[config.mk]
export PLATFORM = sky130hd
export DESIGN_NAME = sync_r2w_stat
export DESIGN_NICKNAME = d
export VERILOG_FILES = /design/src/rtl/fifo_pkg.sv /design/src/rtl/sync_cell.sv /design/src/rtl/sync_r2w_stat.sv
export SDC_FILE = /design/constraint.sdc
export NUM_CORES = 1
export LEC_CHECK = 0
export CAP_MARGIN = 20
export CORE_ASPECT_RATIO = 1.25
export CORE_MARGIN = 5
export CORE_UTILIZATION = 44
export CTS_CLUSTER_DIAMETER = 120
export CTS_CLUSTER_SIZE = 16
export DETAILED_ROUTE_END_ITERATION = 12
export HOLD_SLACK_MARGIN = 0.15
export PLACE_DENSITY = 0.77
export SLEW_MARGIN = 40
export SYNTH_ARGS = -nofsm -noshare
export SYNTH_HDL_FRONTEND = slang
export SYNTH_SLANG_ARGS = --single-unit
[constraint.sdc]
create_clock -name wclk -period 3.6 [get_ports wclk]
set_input_delay 0.9 -clock wclk [delete_from_list [all_inputs] [get_ports wclk]]
set_output_delay 0.9 -clock wclk [all_outputs]
set_load 0.005 [all_outputs]
[src/rtl/fifo_pkg.sv]
// Shared helpers for the async FIFO pointer path: Gray/binary conversion,
// popcount, and the legal synchronizer depth range.
package fifo_pkg;

  localparam int SYNC_STAGES_MIN = 2;
  localparam int SYNC_STAGES_MAX = 4;

  // Helpers work on a fixed wide vector; callers zero-extend and size-cast back.
  localparam int FN_W = 32;

  function automatic logic [FN_W-1:0] gray2bin(input logic [FN_W-1:0] g);
    logic [FN_W-1:0] b;
    b[FN_W-1] = g[FN_W-1];
    for (int i = FN_W - 2; i >= 0; i--) begin
      b[i] = b[i+1] ^ g[i];
    end
    return b;
  endfunction

  function automatic logic [FN_W-1:0] bin2gray(input logic [FN_W-1:0] b);
    return b ^ (b >> 1);
  endfunction

  function automatic int unsigned popcount(input logic [FN_W-1:0] v);
    int unsigned n;
    n = 0;
    for (int i = 0; i < FN_W; i++) begin
      n = n + {31'd0, v[i]};
    end
    return n;
  endfunction

endpackage

[src/rtl/sync_cell.sv]
// N-stage vector flop synchronizer with asynchronous active-low reset.
// Only stage 0 samples the foreign-domain input.
module sync_cell
  import fifo_pkg::*;
#(
  parameter int WIDTH  = 1,
  parameter int STAGES = 2
) (
  input  logic             clk_i,
  input  logic             rst_n_i,
  input  logic [WIDTH-1:0] d_i,
  output logic [WIDTH-1:0] q_o
);

  generate
    if (STAGES < SYNC_STAGES_MIN || STAGES > SYNC_STAGES_MAX) begin : g_bad_stages
      $error("sync_cell: STAGES=%0d outside legal range %0d..%0d",
             STAGES, SYNC_STAGES_MIN, SYNC_STAGES_MAX);
    end
  endgenerate

  logic [WIDTH-1:0] stage_q [STAGES];

  always_ff @(posedge clk_i or negedge rst_n_i) begin
    if (!rst_n_i) begin
      for (int i = 0; i < STAGES; i++) begin
        stage_q[i] <= '0;
      end
    end else begin
      stage_q[0] <= d_i;
      for (int i = 1; i < STAGES; i++) begin
        stage_q[i] <= stage_q[i-1];
      end
    end
  end

  assign q_o = stage_q[STAGES-1];

endmodule

[src/rtl/sync_r2w_stat.sv]
// Read-to-write pointer synchronizer with writer-side fill/full/almost-full
// status and a sticky pointer-integrity error flag.
module sync_r2w_stat
  import fifo_pkg::*;
#(
  parameter int ADDR_WIDTH  = 4,
  parameter int DATA_WIDTH  = 32,
  parameter int SYNC_STAGES = 2
) (
  input  logic                wclk,
  input  logic                wrst_n,
  input  logic [ADDR_WIDTH:0] rptr,
  input  logic [ADDR_WIDTH:0] wbin_next,
  input  logic [ADDR_WIDTH:0] afull_thresh,
  input  logic                clr_err,
  output logic [ADDR_WIDTH:0] wq2_rptr,
  output logic [ADDR_WIDTH:0] rbin_sync,
  output logic [ADDR_WIDTH:0] wfill,
  output logic                wfull,
  output logic                walmost_full,
  output logic                ptr_err
);

  localparam int PW = ADDR_WIDTH + 1;
  localparam logic [PW-1:0] DEPTH = {1'b1, {ADDR_WIDTH{1'b0}}};

  generate
    if (ADDR_WIDTH < 1 || PW > FN_W) begin : g_bad_addr
      $error("sync_r2w_stat: ADDR_WIDTH=%0d unsupported", ADDR_WIDTH);
    end
    if (DATA_WIDTH < 1) begin : g_bad_data
      $error("sync_r2w_stat: DATA_WIDTH=%0d must be positive", DATA_WIDTH);
    end
  endgenerate

  sync_cell #(
    .WIDTH  (PW),
    .STAGES (SYNC_STAGES)
  ) u_sync (
    .clk_i   (wclk),
    .rst_n_i (wrst_n),
    .d_i     (rptr),
    .q_o     (wq2_rptr)
  );

  assign rbin_sync = PW'(gray2bin(FN_W'(wq2_rptr)));

  logic [PW-1:0] prev_q, prev_d;
  logic [PW-1:0] wfill_q, wfill_d;
  logic          wfull_q, wfull_d;
  logic          walmost_full_q, walmost_full_d;
  logic          ptr_err_q, ptr_err_d;
  logic [PW-1:0] next_fill;
  logic          hop_err;
  logic          err_set;

  // Wrap-around needs no special case: the subtraction is modulo 2^PW.
  always_comb begin
    next_fill      = wbin_next - rbin_sync;
    hop_err        = popcount(FN_W'(wq2_rptr ^ prev_q)) > 32'd1;
    err_set        = (next_fill > DEPTH) || hop_err;
    prev_d         = wq2_rptr;
    wfill_d        = next_fill;
    wfull_d        = (next_fill == DEPTH);
    walmost_full_d = (next_fill >= afull_thresh);
    ptr_err_d      = err_set || (ptr_err_q && !clr_err);
  end

  always_ff @(posedge wclk or negedge wrst_n) begin
    if (!wrst_n) begin
      prev_q         <= '0;
      wfill_q        <= '0;
      wfull_q        <= 1'b0;
      walmost_full_q <= 1'b0;
      ptr_err_q      <= 1'b0;
    end else begin
      prev_q         <= prev_d;
      wfill_q        <= wfill_d;
      wfull_q        <= wfull_d;
      walmost_full_q <= walmost_full_d;
      ptr_err_q      <= ptr_err_d;
    end
  end

  assign wfill        = wfill_q;
  assign wfull        = wfull_q;
  assign walmost_full = walmost_full_q;
  assign ptr_err      = ptr_err_q;

endmodule

-- Word level (Yosys, flattened, before mapping)
Cells that the tools add are included.
- memory bits (read-only): 0
- latch bits: 0
- bits of input ports: 18
- memories kept: 0
- RAM bits: 0
- word-level logic and storage cells: 52
- flip-flop bits (word level): 23
- $mul: 0
- $add $sub $neg: 32
- eq/ne operators: 1
- div/mod/pow operators: 0
- $lt $le $gt $ge: 3
- shifts and indexed selects: 0
- reduce and logical (&&, ||, !) cells: 4
- muxes and demuxes: 0
- bitwise gates (word level): 5
- operators by type and width (operator ; number):
    adder 31 x 1 -> 32 bit, second input constant ; 1
    greater-than comparator 32 x 1 -> 1 bit, second input constant ; 1
    adder 30 x 1 -> 31 bit, second input constant ; 1
    adder 29 x 1 -> 30 bit, second input constant ; 1
    adder 28 x 1 -> 29 bit, second input constant ; 1
    adder 27 x 1 -> 28 bit, second input constant ; 1
    adder 26 x 1 -> 27 bit, second input constant ; 1
    adder 25 x 1 -> 26 bit, second input constant ; 1
    adder 24 x 1 -> 25 bit, second input constant ; 1
    adder 23 x 1 -> 24 bit, second input constant ; 1
    adder 22 x 1 -> 23 bit, second input constant ; 1
    adder 21 x 1 -> 22 bit, second input constant ; 1
    adder 20 x 1 -> 21 bit, second input constant ; 1
    adder 19 x 1 -> 20 bit, second input constant ; 1
    adder 18 x 1 -> 19 bit, second input constant ; 1
    adder 17 x 1 -> 18 bit, second input constant ; 1
    adder 16 x 1 -> 17 bit, second input constant ; 1
    adder 15 x 1 -> 16 bit, second input constant ; 1
    adder 14 x 1 -> 15 bit, second input constant ; 1
    adder 13 x 1 -> 14 bit, second input constant ; 1
    adder 12 x 1 -> 13 bit, second input constant ; 1
    adder 11 x 1 -> 12 bit, second input constant ; 1
    adder 10 x 1 -> 11 bit, second input constant ; 1
    adder 9 x 1 -> 10 bit, second input constant ; 1
    other kinds (17) ; 21

-- Longest topological paths before layout
- depth in word-level cells: 35
- mapped depth: 11

-- Modules after synthesis
Synthesis repeated with hierarchy kept, for this count alone.
- cell total of the unflattened synthesis: 84
- area total of the unflattened synthesis: 1076.0 µm²
- by module, submodules not included (module ; instances ; cells each ; area an instance (µm²)):
    sync_r2w_stat ; 1 ; 69 ; 788.3
    sync_cell ; 1 ; 15 ; 287.8

-- Worst setup path after synthesis
OpenSTA, ideal clock, no wires.
- path kind: register -> register
- start: register u_sync.stage_q (netlist bit u_sync.q_o[4])
- end: register walmost_full_q (netlist: walmost_full)
- cell stages (with the launch flop): 12
- library setup time: 0.126 ns
- path slack: 0.685 ns
- arrival: 2.789 ns
- data required time: 3.474 ns
- cell sequence: dfrtp_1 > xor2_2 > xnor2_2 > xor2_2 > xnor2_1 > ha_1 > fa_1 > xnor2_1 > ha_1 > o21ai_0 > o21bai_1 > maj3_2
- longest elaborated chain between the ends: 6
- ends and longest elaborated chain (what ; line ; source):
    from (decl) ; sync_cell.sv:22 ; logic [WIDTH-1:0] stage_q [STAGES];
    from (signal, indexed assignment) ; sync_cell.sv:32 ; stage_q[i] <= stage_q[i-1];
    XOR 1 bit ; fifo_pkg.sv:15 ; b[i] = b[i+1] ^ g[i];
    net rbin_sync[3] ; sync_r2w_stat.sv:17 ; output logic [ADDR_WIDTH:0] rbin_sync,
    XOR 1 bit (3 in series) ; fifo_pkg.sv:15 ;
    net rbin_sync[0] ; sync_r2w_stat.sv:17 ;
    subtractor 5 bit ; sync_r2w_stat.sv:59 ; next_fill = wbin_next - rbin_sync;
    net next_fill[2] ; sync_r2w_stat.sv:53 ; logic [PW-1:0] next_fill;
    >= comparator 5 bit ; sync_r2w_stat.sv:65 ; walmost_full_d = (next_fill >= afull_thresh);
    net walmost_full_d ; sync_r2w_stat.sv:51 ; logic walmost_full_q, walmost_full_d;
    to (signal assigned) ; sync_r2w_stat.sv:80 ; walmost_full_q <= walmost_full_d;
    to (decl) ; sync_r2w_stat.sv:51 ;
The timed path passes the listed nets, and every way through them passes these cells.

-- Worst setup path in the final report
- start: register u_sync.stage_q (netlist bit u_sync.q_o[4])
- end: register walmost_full_q (netlist: walmost_full)
- longest elaborated chain between the ends: 6
- ends and longest elaborated chain (what ; line):
    XOR 1 bit (*) (2 in series) ; fifo_pkg.sv:15
    XOR 1 bit (2 in series) ; fifo_pkg.sv:15
    subtractor 5 bit (*) ; sync_r2w_stat.sv:59
    net next_fill[2] ; sync_r2w_stat.sv:53
    >= comparator 5 bit (*) ; sync_r2w_stat.sv:65
    net walmost_full_d ; sync_r2w_stat.sv:51
The timed path passes the listed nets; every way through them passes the cells marked *.

==> flow_summary.toml <==
[critical_path]
r2r_slack_ns = 0.45
r2r_end = "walmost_full"
cp.required_ns = 3.80
start_kind = "register"
arrival_ns = 3.35
end_kind = "register"
path_max_fanout = 6
rr_startpoint = "u_sync.q_o[4]"
r2r_cells = 11
criticalPathCategory = "register to register"

[synthesis]
synthXorXnorAreaFrac = 0.127
synth_cells = 84
synth_compound_area_frac = 0.0453
synthSimpleGateAreaFrac = 0.0488
yosysTopAreaCellShare = 0.534
synth_top_family_by_area = "adder cells"
synth_area_leaders = "dfrtp_1, ha_1, xor2_1"
syn_avg_cell_area_um2 = 12.8
syn-num-nets = 113
yosysSeqAreaShare = 0.534
synth_top_area_cell = "dfrtp_1"
synth_cell_types = 23
syn_area_um2 = 1080
muxShareOfSynthArea = 0.00929
synth_fa_ha_area_frac = 0.152
ys_seq_elements = 23
ys_warn_count = 0

[routing]
ant_nets = 0
routedWlPerCell_um = 12.4
vias_per_cell = 4.54
drtIter0Drc = 10
drt_first_pass_iters = 2
routed_wirelength_um = 1860
vias = 681
drc_errors = 0

[flow_run]
maxCapViolations = 0

[sta]
drv_slew = 0
rsz0062_at_grt = "no"
setup_tns_ns = 0
hold_violations = 0
finalSetupViolCount = 0
skew_ns = 0.00216
fin_crit_sh = 0.876
worst-slew-pin-transition_ns = 0.499
worst_slack_ns = 0.445
fmax_ghz = 0.317
period_minus_slack_ns = 3.15
max_slew_margin = 0.667

[clock_network]
cts_tree = "yes"
path_clk_slew_ns = 0.12
cts.sinks = 23
cts_root_buf = "clkbuf_4"
cts_buffers = 3
clkLatencyLatePin_ns = 0.30
cts_setup_buffers = 0
h-tree-depth = 1
ctsResizeCount = 0
clockBufferDepth = 2
hold_buffers = 0

[place]
gp_congestion = 0.818
dp_cells = 146
place_ws_ns = 0.342
numPortBuffers = 35
post-dp-hpwl_um = 1540
placedInstanceArea_um2 = 1420

[die]
initial_core_util = 0.448
die_area_um2 = 3540
row_count = 20
die_w_um = 54.3
core_area_um2 = 2400
die_y_um = 65.3
io_pins = 36

[power]
p_per_area_nw_per_um2 = 468
ir_drop_mv = 0.326
leakage_nw = 0.665
p_total_mw = 0.677

[grt]
grt_max_degree = 24
antenna_found_initial = 0
grt_pass1_wl_um = 3090
grt_pass1_vias = 685
grt_remaining_overflow = 0
grt_use_total = 0.120

[worst_hold_path]
hold_path_class = "register to register"
worst_hold_path.num_cells = 0
worstHoldStart = "u_sync.stage_q[9]"
hold_end = "u_sync.q_o[4]"

[cells_and_area]
layout_commonest_cell = "clkdlybuf4s50_1"
drive_gt1_frac = 0.0769
fin_nets = 147
final_cell_area_um2 = 1450
area_growth_pct = 34.3
antenna_cells = 0
layout_common_cells = "clkdlybuf4s50_1, dfrtp_1, inv_1"
stdcell_count = 150
fillers = 207

[status]
status = "finished clean"
layout make-up:
class | instances | area, µm² | area share
sequential | 23 | 576 | 0.398
multi-input combinational | 43 | 412 | 0.285
timing repair buffer | 35 | 345 | 0.239
inverter | 12 | 45.0 | 0.0311
tap | 33 | 41.3 | 0.0285
clock buffer | 3 | 22.5 | 0.0156
clock inverter | 1 | 5.00 | 0.00346
metrics by stage:
stage	hold WS (ns)	util
3_5_place_dp	0.338	0.591
2_1_floorplan	0.331	-
5_1_grt	0.374	0.602
4_1_cts	0.367	0.602
6_report	0.365	0.602
3_3_place_gp	0.332	0.593
cells in the mapped netlist (all sizes together):
master	count
nand2b	2
maj3	1
nor2	2
a2111oi	1
mux2i	1
xnor2	3
o21ai	3
buf	6
inv	12
ha	9
dfrtp	23
nand2	1
nand4b	1
a211oi	1
and2	1
a21oi	2
nor2b	1
fa	2
xor2	10
o21bai	1
or4	1
power by group:
| part | internal, mW | switching [mW] |
|---|---|---|
| clock | 0.0413 | 0.0730 |
| sequential | 0.296 | 0.0149 |
| combinational | 0.146 | 0.106 |
how the worst max path moves through the flow:
stage	from	end	slack, ns	cells past startpoint
after floorplan	u_sync.q_o[4]	walmost_full	0.69	11
after global placement	wbin_next[0]	walmost_full	0.40	9
after detailed placement	wbin_next[0]	walmost_full	0.34	9
after CTS	u_sync.q_o[4]	walmost_full	0.42	11
after global routing	u_sync.q_o[4]	walmost_full	0.21	11
final	u_sync.q_o[4]	walmost_full	0.45	11
routing by layer:
layer,global-route usage,vias up,part of all wire
met5,0,-,0
met2,0.195,18,0.52
met3,0.0181,2,0.033
met1,0.152,331,0.43
met4,0.0561,0,0.015
li1,-,330,-
kinds of logic after synthesis:
logic type,Yosys count
adders and majority gates,12
and+or+nand+nor,9
xor gates and xnor gates,13
buffers and inverters,18
AOI/OAI and AO/OA,8
muxes,1
DFF,23
sequential cells by signal (all words and copies together), names as in the netlist:
register	count
walmost_full	1
prev_q	5
wfull	1
wfill	5
ptr_err	1
u_sync.stage_q	5
u_sync.q_o	5
critical path, cell delays in order, from the launching register on:
cell	delay, ns
dfrtp_1	0.49
xor2_2	0.21
xnor2_2	0.25
xor2_2	0.24
xnor2_1	0.13
ha_1	0.22
fa_1	0.39
xnor2_1	0.29
ha_1	0.29
o21ai_0	0.17
o21bai_1	0.09
maj3_2	0.30
(Power assumes the default switching activity.)
